$ cat src/rtl/unified_mem_arbiter_pkg.sv
// Shared types for the unified instruction/data memory arbiter.
//   arb_state_e : arbiter FSM state encodings
//   arb_gnt_e   : which requester owns the memory
//   CntW        : wait-state counter width (supports LAT up to 15)
package unified_mem_arbiter_pkg;

  typedef enum logic [1:0] {
    StIdle = 2'd0,
    StBusy = 2'd1,
    StResp = 2'd2
  } arb_state_e;

  typedef enum logic {
    GntFetch = 1'b0,
    GntData  = 1'b1
  } arb_gnt_e;

  localparam int unsigned CntW = 4;

endpackage

$ cat src/rtl/arb_wait_counter.sv
// Loadable 4-bit down-counter that times the BUSY phase of a memory access.
// Ports:
//   i_clk, i_rst_n : clock, asynchronous active-low reset (clears the count)
//   i_load         : load i_load_val (takes priority over i_dec)
//   i_load_val     : value loaded on i_load
//   i_dec          : decrement by one; holds at zero
//   o_zero         : count is zero
module arb_wait_counter
  import unified_mem_arbiter_pkg::*;
(
  input  logic            i_clk,
  input  logic            i_rst_n,
  input  logic            i_load,
  input  logic [CntW-1:0] i_load_val,
  input  logic            i_dec,
  output logic            o_zero
);

  logic [CntW-1:0] r_cnt;

  always_ff @(posedge i_clk or negedge i_rst_n) begin
    if (!i_rst_n) begin
      r_cnt <= '0;
    end else if (i_load) begin
      r_cnt <= i_load_val;
    end else if (i_dec && (r_cnt != '0)) begin
      r_cnt <= r_cnt - 1'b1;
    end
  end

  assign o_zero = (r_cnt == '0);

endmodule

$ cat src/rtl/unified_mem_arbiter.sv
// Arbiter sharing one fixed-latency unified memory between the fetch port and
// the data port. Each transaction: IDLE (arbitrate) -> BUSY for LAT cycles ->
// RESP (one-cycle ready pulse) -> IDLE.
// Build option: define ARB_ROUND_ROBIN_EN to alternate winners on simultaneous
// requests; otherwise data always beats fetch.
// Parameters: ADDR_W, DATA_W, LAT (memory cycles per access, 1..15).
// Ports:
//   i_clk, i_rst_n           : clock, asynchronous active-low reset
//   i_if_req/i_if_addr       : fetch request and address
//   o_if_rdata/o_if_ready    : registered fetch word, completion pulse
//   i_d_req/i_d_we/i_d_addr/i_d_wdata : data request, store flag, address, data
//   o_d_rdata/o_d_ready      : registered load word, completion pulse
//   o_mem_en/o_mem_we/o_mem_addr/o_mem_wdata/i_mem_rdata : memory interface
//   o_busy                   : arbiter not idle
module unified_mem_arbiter
  import unified_mem_arbiter_pkg::*;
#(
  parameter int unsigned ADDR_W = 32,
  parameter int unsigned DATA_W = 32,
  parameter int unsigned LAT    = 2
) (
  input  logic              i_clk,
  input  logic              i_rst_n,
  input  logic              i_if_req,
  input  logic [ADDR_W-1:0] i_if_addr,
  output logic [DATA_W-1:0] o_if_rdata,
  output logic              o_if_ready,
  input  logic              i_d_req,
  input  logic              i_d_we,
  input  logic [ADDR_W-1:0] i_d_addr,
  input  logic [DATA_W-1:0] i_d_wdata,
  output logic [DATA_W-1:0] o_d_rdata,
  output logic              o_d_ready,
  output logic              o_mem_en,
  output logic              o_mem_we,
  output logic [ADDR_W-1:0] o_mem_addr,
  output logic [DATA_W-1:0] o_mem_wdata,
  input  logic [DATA_W-1:0] i_mem_rdata,
  output logic              o_busy
);

  // Counter is loaded with LAT-1 so it reads zero in the last BUSY cycle.
  localparam logic [CntW-1:0] LoadVal = CntW'(LAT - 1);

  arb_state_e r_state, w_state_next;
  arb_gnt_e   r_gnt, w_gnt_next;
  arb_gnt_e   w_pick;
  logic       w_cnt_load, w_cnt_dec, w_cnt_zero;
  logic       w_in_busy, w_in_resp, w_data_gnt, w_last_beat;
  logic [DATA_W-1:0] r_if_rdata, r_d_rdata;

  // Arbitration between requesters present in IDLE.
`ifdef ARB_ROUND_ROBIN_EN
  arb_gnt_e r_last;

  always_comb begin
    w_pick = GntFetch;
    if (i_d_req && i_if_req) begin
      if (r_last == GntData) begin
        w_pick = GntFetch;
      end else begin
        w_pick = GntData;
      end
    end else if (i_d_req) begin
      w_pick = GntData;
    end
  end

  // Resets to FETCH so data wins the first conflict.
  always_ff @(posedge i_clk or negedge i_rst_n) begin
    if (!i_rst_n) begin
      r_last <= GntFetch;
    end else if (w_cnt_load) begin
      r_last <= w_pick;
    end
  end
`else
  always_comb begin
    w_pick = GntFetch;
    if (i_d_req) begin
      w_pick = GntData;
    end
  end
`endif

  arb_wait_counter u_wait_counter (
    .i_clk      (i_clk),
    .i_rst_n    (i_rst_n),
    .i_load     (w_cnt_load),
    .i_load_val (LoadVal),
    .i_dec      (w_cnt_dec),
    .o_zero     (w_cnt_zero)
  );

  always_comb begin
    w_state_next = r_state;
    w_gnt_next   = r_gnt;
    w_cnt_load   = 1'b0;
    w_cnt_dec    = 1'b0;
    unique case (r_state)
      StIdle: begin
        if (i_d_req || i_if_req) begin
          w_gnt_next   = w_pick;
          w_cnt_load   = 1'b1;
          w_state_next = StBusy;
        end
      end
      StBusy: begin
        w_cnt_dec = 1'b1;
        if (w_cnt_zero) begin
          w_state_next = StResp;
        end
      end
      StResp: begin
        w_state_next = StIdle;
      end
      default: begin
        w_state_next = StIdle;
      end
    endcase
  end

  always_ff @(posedge i_clk or negedge i_rst_n) begin
    if (!i_rst_n) begin
      r_state <= StIdle;
      r_gnt   <= GntData;
    end else begin
      r_state <= w_state_next;
      r_gnt   <= w_gnt_next;
    end
  end

  assign w_in_busy   = (r_state == StBusy);
  assign w_in_resp   = (r_state == StResp);
  assign w_data_gnt  = (r_gnt == GntData);
  assign w_last_beat = w_in_busy && w_cnt_zero;

  // Stores leave the load register untouched.
  always_ff @(posedge i_clk or negedge i_rst_n) begin
    if (!i_rst_n) begin
      r_if_rdata <= '0;
      r_d_rdata  <= '0;
    end else if (w_last_beat) begin
      if (!w_data_gnt) begin
        r_if_rdata <= i_mem_rdata;
      end else if (!i_d_we) begin
        r_d_rdata <= i_mem_rdata;
      end
    end
  end

  assign o_mem_en    = w_in_busy;
  assign o_mem_we    = w_in_busy && w_data_gnt && i_d_we;
  assign o_mem_addr  = !w_in_busy ? '0 : (w_data_gnt ? i_d_addr : i_if_addr);
  assign o_mem_wdata = (w_in_busy && w_data_gnt) ? i_d_wdata : '0;
  assign o_if_ready  = w_in_resp && !w_data_gnt;
  assign o_d_ready   = w_in_resp && w_data_gnt;
  assign o_busy      = (r_state != StIdle);
  assign o_if_rdata  = r_if_rdata;
  assign o_d_rdata   = r_d_rdata;

endmodule

$ cat config.mk
export PLATFORM = sky130hd
export DESIGN_NAME = unified_mem_arbiter
export DESIGN_NICKNAME = d
export VERILOG_FILES = /design/src/rtl/unified_mem_arbiter_pkg.sv /design/src/rtl/arb_wait_counter.sv /design/src/rtl/unified_mem_arbiter.sv
export SDC_FILE = /design/constraint.sdc
export NUM_CORES = 1
export LEC_CHECK = 0
export ABC_AREA = 1
export CAP_MARGIN = 20
export CELL_PAD_IN_SITES_DETAIL_PLACEMENT = 1
export CELL_PAD_IN_SITES_GLOBAL_PLACEMENT = 1
export CORE_MARGIN = 4
export CORE_UTILIZATION = 24
export DETAILED_ROUTE_END_ITERATION = 7
export PLACE_DENSITY_LB_ADDON = 0.1
export SETUP_SLACK_MARGIN = 0.1
export SLEW_MARGIN = 10
export SYNTH_ARGS = -nofsm -noshare
export SYNTH_HDL_FRONTEND = slang
export SYNTH_SLANG_ARGS = --single-unit
$ cat constraint.sdc
create_clock -name i_clk -period 3.65 [get_ports i_clk]
set_input_delay 0.365 -clock i_clk [delete_from_list [all_inputs] [get_ports i_clk]]
set_output_delay 0.365 -clock i_clk [all_outputs]
set_load 0.01 [all_outputs]
==> results.cfg, run 1 <==
[outcome]
status = completed

[global_routing]
grt.total_usage_pct = 18.4
antenna_found_initial = 0
grt_pass1_wl_um = 24400
globalRouteOverflowTotal = 0
grt_max_degree = 72
first_global_vias = 4616

[worst_setup_path]
regToRegSetupSlack_ns = 1.27
cp_slowest_cell = inv_2
rr_endpoint = o_d_rdata[8]
required_ns = 3.28
r2r_start = r_state[0]
worstSetupPathType = reg2out
cp_max_fo = 49
arrival_ns = 2.33
startpoint_type = register
crit_path_end = o_mem_addr[27]
end_kind = output port
reg2reg_depth = 8
worstSetupStartpoint = r_gnt
slowest_delay_ns = 0.63
path_cells = inv_2 -> nand2_1 -> a21oi_1 -> clkdlybuf4s50_1

[synthesis]
synth_fp_nets = 634
yosysUniqueCellTypes = 20
ys_ff_latch = 71
synth_top_cell_by_area = dfrtp_1
seq_area_frac_synth_pct = 49.4
synth_top_cell_area_share_pct = 48.7
syn_area_mm2 = 0.00360
synthTopCellsByArea = dfrtp_1 (49%), nand2_1 (21%), nand3_1 (9.6%)
ys_warn_count = 0
synth_cells = 499
avgSynthCellArea_um2 = 7.21

[die]
ioPinCount = 266
die_area_mm2 = 0.0170
core_mm2 = 0.0146
fp.dieH_um = 130
rows = 44
die_w_um = 130
start_util_pct = 24.6

[route]
routed_via_density = 4.59
antenna_left = 0
vias = 4301
drc = 0
avgRoutedWirePerCell_um = 16.8
detail_route.wirelength_um = 15800
first_iter_violations = 204
drtPass1Iterations = 4

[power_and_ir_drop]
peakVddDrop_mv = 0.254
cellPowerDensity_mw_per_mm2 = 817
leakage_uw = 0.00314

[sta]
tns_ns = 0
hold_viol_final = 0
tightest_slew_ns = 0.904
fmax_ghz = 0.371
setup-violations-final = 0
rsz0062_at_grt = false
relSlewSlack_pct = 39.8
finClkSkew_ns = 0.00813
whs_ns = 0.171
period_share_pct = 73.9
finalCriticalPeriod_ns = 2.70
slew_violations = 0

[placed_design]
place_inst = 922
place_hpwl_um = 12200
place.gp.congestion = 0.731
port_buffers = 265

[finish]
fillers = 1781
area_growth_pct = 85.5
drive_gt1_share_pct = 3.98
fin_nets = 884
multiInputGateArea_mm2 = 0.00152
antennaDiodeCount = 0
layout.cells.non_filler = 938
seq_area_mm2 = 0.00178

[clock_network]
cts_hold_buf = 0
numClockSinks = 71
postCtsSetupRepairBufs = 0
cts.clk_slew.worst_paths_ns = 0.05
cts_resized = 0
cts_tree = built
htreeDepth = 3
cts_buffer_depth = 2
ctsRootBufferMaster = clkbuf_16
clock_latency_ns = 0.33
numCtsBuffers = 9

[worst_hold_path]
min_path_type = in2async

[job]
cap_viol_max_count = 0
==> logic make-up (layout without fill, tap and decap cells) <==
| kind of cell | count (synthesis) | after routing | synth area share [%] |
|---|---|---|---|
| adders and majority gates | 2 | 2 | 0.696 |
| DFF | 71 | 71 | 49.4 |
| buffers and inverters | 73 | 328 | 8.18 |
| and+or+nand+nor | 315 | 315 | 36.2 |
| xor gates and xnor gates | 1 | 1 | 0.244 |
| AOI/OAI and AO/OA | 37 | 37 | 5.25 |
==> cells in the final DEF (no fill, tap or decap), types with 3 or more instances in the layout <==
master,instances
clkdlybuf4s50_1,264
clkbuf_16,9
a21oi_1,33
dfrtp_1,70
nand2_1,202
inv_1,38
clkbuf_8,3
nor2_1,36
inv_2,3
buf_4,7
nor2_4,3
nand3_1,69
==> critical path, delay by kind of cell (launching register included) <==
| kind | cells | cell delay (ns) |
|---|---|---|
| buffers and inverters | 2 | 1.24 |
| flip-flops | 1 | 0.38 |
| AO/OA/AOI/OAI | 1 | 0.27 |
| AND/OR/NAND/NOR | 1 | 0.11 |
==> state kept, by name (all words and copies together), names as in the netlist <==
signal and count:
o_d_rdata 32, u_wait_counter.r_cnt 4, r_state 2, o_if_rdata 32, r_gnt 1
==> power breakdown <==
| part | total (µW) | switching, µW | internal [µW] |
|---|---|---|---|
| registers | 1390 | 229 | 1160 |
| clock network | 832 | 315 | 516 |
| logic | 3230 | 1690 | 1540 |
==> synth_stat cells (all sizes together) <==
cell type and instances:
dfstp 1, o21ai 3, nand4 1, buf 20
a21oi 33, nand3 69, inv 41, clkbuf 12
a22o 1, nor3 2, xor2 1, nor2 39
dfrtp 70, nand2 204, ha 2
==> metrics by stage <==
stage	utilization (%)	area (µm²)	worst slack (ns)	power, µW
5_1_grt	45.7	6670	0.803	5910
4_1_cts	45.7	6670	0.887	5570
6_report	45.7	6670	0.954	5450
3_3_place_gp	43.7	6380	1.27	4620
2_1_floorplan	-	3600	1.90	2810
3_5_place_dp	43.7	6380	1.21	4690
==> worst min path at each step <==
stage / to / start / cells past startpoint / slack, ns
5_1_grt: o_if_rdata[15] / i_rst_n / 1 / 0.25
3_5_place_dp: o_d_rdata[5] / o_d_rdata[5] / 2 / 0.46
6_report: o_if_rdata[15] / i_rst_n / 1 / 0.17
2_1_floorplan: o_d_rdata[0] / i_rst_n / 0 / 0.07
3_3_place_gp: o_if_rdata[12] / o_if_rdata[12] / 2 / 0.45
4_1_cts: o_if_rdata[15] / i_rst_n / 1 / 0.21
==> metal layers <==
| metal | vias up | GRT usage [%] | part of all wire, % | wire (µm) |
|---|---|---|---|---|
| li1 | 2048 | - | - | - |
| met1 | 2067 | 20.3 | 37 | 5850 |
| met4 | 0 | 4.23 | 0.88 | 139 |
| met2 | 177 | 33.4 | 53 | 8290 |
| met5 | - | 0 | 0 | 0 |
| met3 | 9 | 7.36 | 9.5 | 1490 |
==> cell type report <==
cell class                 count  area share (%)
clock buffer                  14            4.11
inverter                      41            2.31
multi-input combinational    355            22.9
tap                          184            3.45
sequential                    71            26.7
clock inverter                 2           0.206
timing repair buffer         271            40.4
Note: power is estimated with default switching activity, not from simulation.
==> run 2: changes to the inputs <==
--- a/config.mk
+++ b/config.mk
@@ -10,7 +10,7 @@
 export CELL_PAD_IN_SITES_DETAIL_PLACEMENT = 1
 export CELL_PAD_IN_SITES_GLOBAL_PLACEMENT = 1
 export CORE_MARGIN = 4
-export CORE_UTILIZATION = 24
+export CORE_UTILIZATION = 20
 export DETAILED_ROUTE_END_ITERATION = 7
 export PLACE_DENSITY_LB_ADDON = 0.1
 export SETUP_SLACK_MARGIN = 0.1
==> constraint.sdc (replaced) <==
create_clock -name i_clk -period 2.4 [get_ports i_clk]
set_input_delay 0.24 -clock i_clk [delete_from_list [all_inputs] [get_ports i_clk]]
set_output_delay 0.24 -clock i_clk [all_outputs]
set_load 0.01 [all_outputs]
==> run 2 against run 1 <==
First-iteration DRC count down 33%. Flip-flop and latch count unchanged. Cell count up 5.1%. Sequential power up 54%. Critical path depth down 1. Via count down 1.8%. Count of clock-buffer cells in the layout down 3. Setup slack worse by 0.79 ns.
==> results.cfg, run 2 (same netlist as run 1, synthesis figures left out) <==
[sta]
tightest_slew_ns = 0.937
period_share_pct = 93.3
fmax_ghz = 0.446
rsz0062_at_grt = true
hold_viol_final = 0
setup-violations-final = 0
relSlewSlack_pct = 37.6
slew_violations = 0
tns_ns = 0
finalCriticalPeriod_ns = 2.24
finClkSkew_ns = 0.00485
whs_ns = 0.0558
layout_setup_ws_ns = 0.160

[worst_setup_path]
cp_max_fo = 34
cp_slowest_cell = dfstp_4
arrival_ns = 2.00
crit_path_end = o_mem_wdata[6]
end_kind = output port
reg2reg_depth = 5
startpoint_type = register
r2r_start = r_gnt
worstSetupPathType = reg2out
slowest_delay_ns = 0.69
required_ns = 2.16
regToRegSetupSlack_ns = 0.46
worstSetupStartpoint = r_gnt
path_cells = nand2_4 -> nor2_1 -> clkdlybuf4s50_1
rr_endpoint = o_d_rdata[0]

[global_routing]
grt_pass1_wl_um = 26300
grt_max_degree = 72
use_met2_pct = 28.0
grtUsageMet3_pct = 6.12
antenna_found_initial = 0
grtUsageMet1_pct = 19.4
globalRouteOverflowTotal = 0
grt.total_usage_pct = 16.3
top_usage_layer = met2
first_global_vias = 4661

[route]
antenna_left = 0
routed_via_density = 4.28
detail_route.wirelength_um = 16500
vias = 4225
first_iter_violations = 137
drc = 0
drtPass1Iterations = 4
avgRoutedWirePerCell_um = 16.7

[clock_network]
cts_buffer_depth = 2
ctsRootBufferMaster = clkbuf_16
cts_hold_buf = 0
cts_tree = built
numCtsBuffers = 9
cts.clk_slew.worst_paths_ns = 0.06
htreeDepth = 3
clock_latency_ns = 0.32
numClockSinks = 71

[finish]
antennaDiodeCount = 0
fillers = 2069
layout_commonest_cell = clkdlybuf4s50_1
final_util_pct = 39.2
most-common-layout-cells = clkdlybuf4s50_1 (240), nand2_1 (201), dfrtp_1 (70)
fin_nets = 892
layout.cells.non_filler = 986
area_growth_pct = 90.7
drive_gt1_share_pct = 4.99

[die]
ioPinCount = 266
start_util_pct = 20.6
core_mm2 = 0.0175
fp.dieH_um = 142
rows = 48
die_area_mm2 = 0.0202
die_w_um = 142

[placed_design]
pre_cts_ws_ns = 0.156
port_buffers = 265
place_hpwl_um = 12700
place.gp.congestion = 0.792
place_inst = 968

[power_and_ir_drop]
combPwrFrac_pct = 59.2
pwr-share-clk_pct = 15.4
power.internal_uw = 4980
switching_share_pct = 40.9
leakage_uw = 0.00350
peakVddDrop_mv = 0.418
seqPwrFrac_pct = 25.3
cellPowerDensity_mw_per_mm2 = 1230
p_sw_uw = 3450

[outcome]
status = completed

[worst_hold_path]
min_path_type = in2async

[job]
cap_viol_max_count = 0
## run 2: routing by layer
layer  part of all wire [%]  vias up  wire, µm
met5                      0        -         0
met4                   0.86        0       142
met3                    9.2       12      1520
met2                     51      170      8380
met1                     39     1979      6440
li1                       -     2064         -
## run 2: how the worst min path moves through the flow
stage | startpoint | to | slack (ns) | cells after the start
final | i_rst_n | o_if_rdata[16] | 0.06 | 1
after global routing | i_rst_n | o_d_rdata[16] | 0.15 | 1
after CTS | i_rst_n | o_d_rdata[16] | 0.09 | 1
after detailed placement | i_rst_n | o_if_rdata[16] | 0.46 | 1
after global placement | i_rst_n | o_if_rdata[16] | 0.45 | 1
after floorplan | i_rst_n | o_d_rdata[0] | -0.06 | 0
## run 2: critical path, delay by kind of cell (launching register included)
kind / cells / cell delay, ns
buffers and inverters: 1 / 0.58
DFF: 1 / 0.69
and+or+nand+nor: 2 / 0.39
## run 2: layout make-up
cell class / count / area [µm²] / share of cell area [%]
clock buffers: 11 / 233 / 3.39
multi-input cells: 355 / 1530 / 22.3
inverters: 41 / 159 / 2.32
well taps: 225 / 282 / 4.11
repair buffers: 279 / 2820 / 41.2
flip-flops and latches: 71 / 1780 / 26.0
clock inverters: 4 / 47.5 / 0.693
## run 2: what timing repair did
action,in CTS,in global routing
gates resized for setup,13,22
endpoints found under the setup margin,61,49
buffers inserted,3,0
endpoints found under the hold margin,0,0
cloned,0,0
## run 2: per-stage QoR
step	total power [µW]	area, µm²
3_3_place_gp	7150	6470
6_report	8430	6860
3_5_place_dp	7220	6470
4_1_cts	8660	6800
2_1_floorplan	4270	3600
5_1_grt	9150	6860
## run 2: power by group through the flow
| stage | Sequential [µW] | Combinational, µW | Clock (µW) |
|---|---|---|---|
| after floorplan | 2300 | 1970 | 0 |
| after global placement | 2150 | 5000 | 0 |
| after detailed placement | 2160 | 5070 | 0 |
| after CTS | 2150 | 5170 | 1340 |
| after global routing | 2220 | 5530 | 1400 |
| final | 2140 | 4990 | 1300 |
==> RTL edit: new RTL, settings of run 2 <==
The option `ARB_ROUND_ROBIN_EN` is turned on by a define.
--- a/src/rtl/unified_mem_arbiter.sv
+++ b/src/rtl/unified_mem_arbiter.sv
@@ -12,6 +12,8 @@
 //   o_d_rdata/o_d_ready      : registered load word, completion pulse
 //   o_mem_en/o_mem_we/o_mem_addr/o_mem_wdata/i_mem_rdata : memory interface
 //   o_busy                   : arbiter not idle
+`define ARB_ROUND_ROBIN_EN
+
 module unified_mem_arbiter
   import unified_mem_arbiter_pkg::*;
 #(
Check against the original RTL: not equivalent (a bounded check fails within 10 cycles, from zero or initial values and one cycle with i_rst_n low).
==> RTL edit against run 2 <==
Hold slack improved by 400 ps. Count of clock-buffer cells in the layout unchanged. First-iteration DRC count fell by 3.6%. Synthesized area rose by 1.8%. Via count increased by 2.6%. Die area is 1.7% higher. Sequential cell count up 1. Routed wire length grew 2.9%. Power rose by 5.5%. Non-clock buffer count is 2 higher. Worst setup slack gained 11 ps. Final area grew 2.1%. Critical endpoint is now o_mem_addr[3].
==> RTL edit: results (changes against run 2) <==
status=finished, final reports clean; Vias/cell=4.338 (+1.2%); initial DRC count=132 (-3.6%); vias in the first global route=4745 (+1.8%); Worst setup endpoint=o_mem_addr[3]; CP Max Fanout=14 (-59%); leakage=3.386 nW (-3.2%); Post-Place Cells=978 (+1.0%); met2 GRT Util=0.2915 (+0.01204); Peak supply drop=494.9 uV (+18%); Non-Filler Instances=999 (+1.3%); first-pass GRT wire length=26090 um (-0.69%); Net Count, Synth=640 (+0.95%); Post-DP HPWL=12680 um (about the same); final net count=900 (+0.90%); Seq/Total Area, Yosys=0.4926 (-0.001783); detailed-route wire length per cell=16.97 um (+1.5%); M1 GR Usage=0.1822 (-0.01165); Worst-Margin Slew=706.7 ps (-229.8 ps); R2R depth=6 (+1); pre-CTS WS=293.6 ps (+137.3 ps); met3 GRT Util=0.04990 (-0.01126); top cells by area, synth=dfrtp_1 49%, nand2_1 21%, nand3_1 9.6%, a21oi_1 4.5%, inv_1 4.0%; GRT Total Usage=0.1616 (-0.001208); Syn Inst Count=505 (+1.2%); post-synthesis cell type count=22 (+10%); share of cells above drive strength 1=0.05455 (+0.004611)
RTL edit: changes by cell type in the layout (fill, tap and decap cells not counted), sizes merged, moves of 2 or more:
cell           before  now
clkdlybuf4s50     240  256
dlymetal6s2s       20    8
nand2             204  209
dlygate4sd2         4    0
bufinv              1    3
RTL edit: what timing repair did:
action | 4_1_cts | 5_1_grt
endpoints found under the setup margin | 33 | 60
hold buffers | 1 | 0
gates cloned | 0 | 1
endpoints found under the hold margin | 71 | 0
resized for setup | 5 | 11
setup buffers | 1 | 2
RTL edit: logic make-up after synthesis:
group / synth area share
compound gates: 0.04923
simple gates: 0.3614
flops: 0.4926
xor+xnor: 0.002394
fa+ha+maj: 0.006837
buf+inv: 0.08752
RTL edit: per-layer routing:
layer	vias up	part of all wire
met5	-	0
met4	0	0.021
met3	23	0.067
met2	138	0.52
met1	2085	0.39
li1	2088	-
RTL edit: per-stage QoR:
stage | util | hold slack (ps) | cell area [sq um]
after floorplan | - | -55.59 | 3660
after global placement | 0.3635 | 288.6 | 6530
after detailed placement | 0.3635 | 293.4 | 6530
after CTS | 0.3849 | 475.1 | 6914
after global routing | 0.3897 | 502.3 | 7000
final | 0.3897 | 454.3 | 7000
RTL edit: power breakdown:
group	internal (W)	total, W	switching (W)
Combinational	0.00251	0.00516	0.00265
Clock	0.00104	0.00157	0.000523
Sequential	0.00182	0.00217	0.000350
RTL edit: area by class of cell:
class,count,area (sq um)
Inverter,41,156.4
Sequential cell,72,1804
Clock buffer,11,242.7
Timing Repair Buffer,281,2851
Tap cell,229,286.5
Clock inverter,5,103.9
Multi-Input combinational cell,360,1555
Fill cell,2125,10960
RTL edit: worst register-to-register path, stage by stage (launching register included):
cell and delay (ps):
dfstp_2 600, nand2_2 70, buf_6 190, nor2_4 140, nand2_2 420, nand2_1 210
nand2_1 70
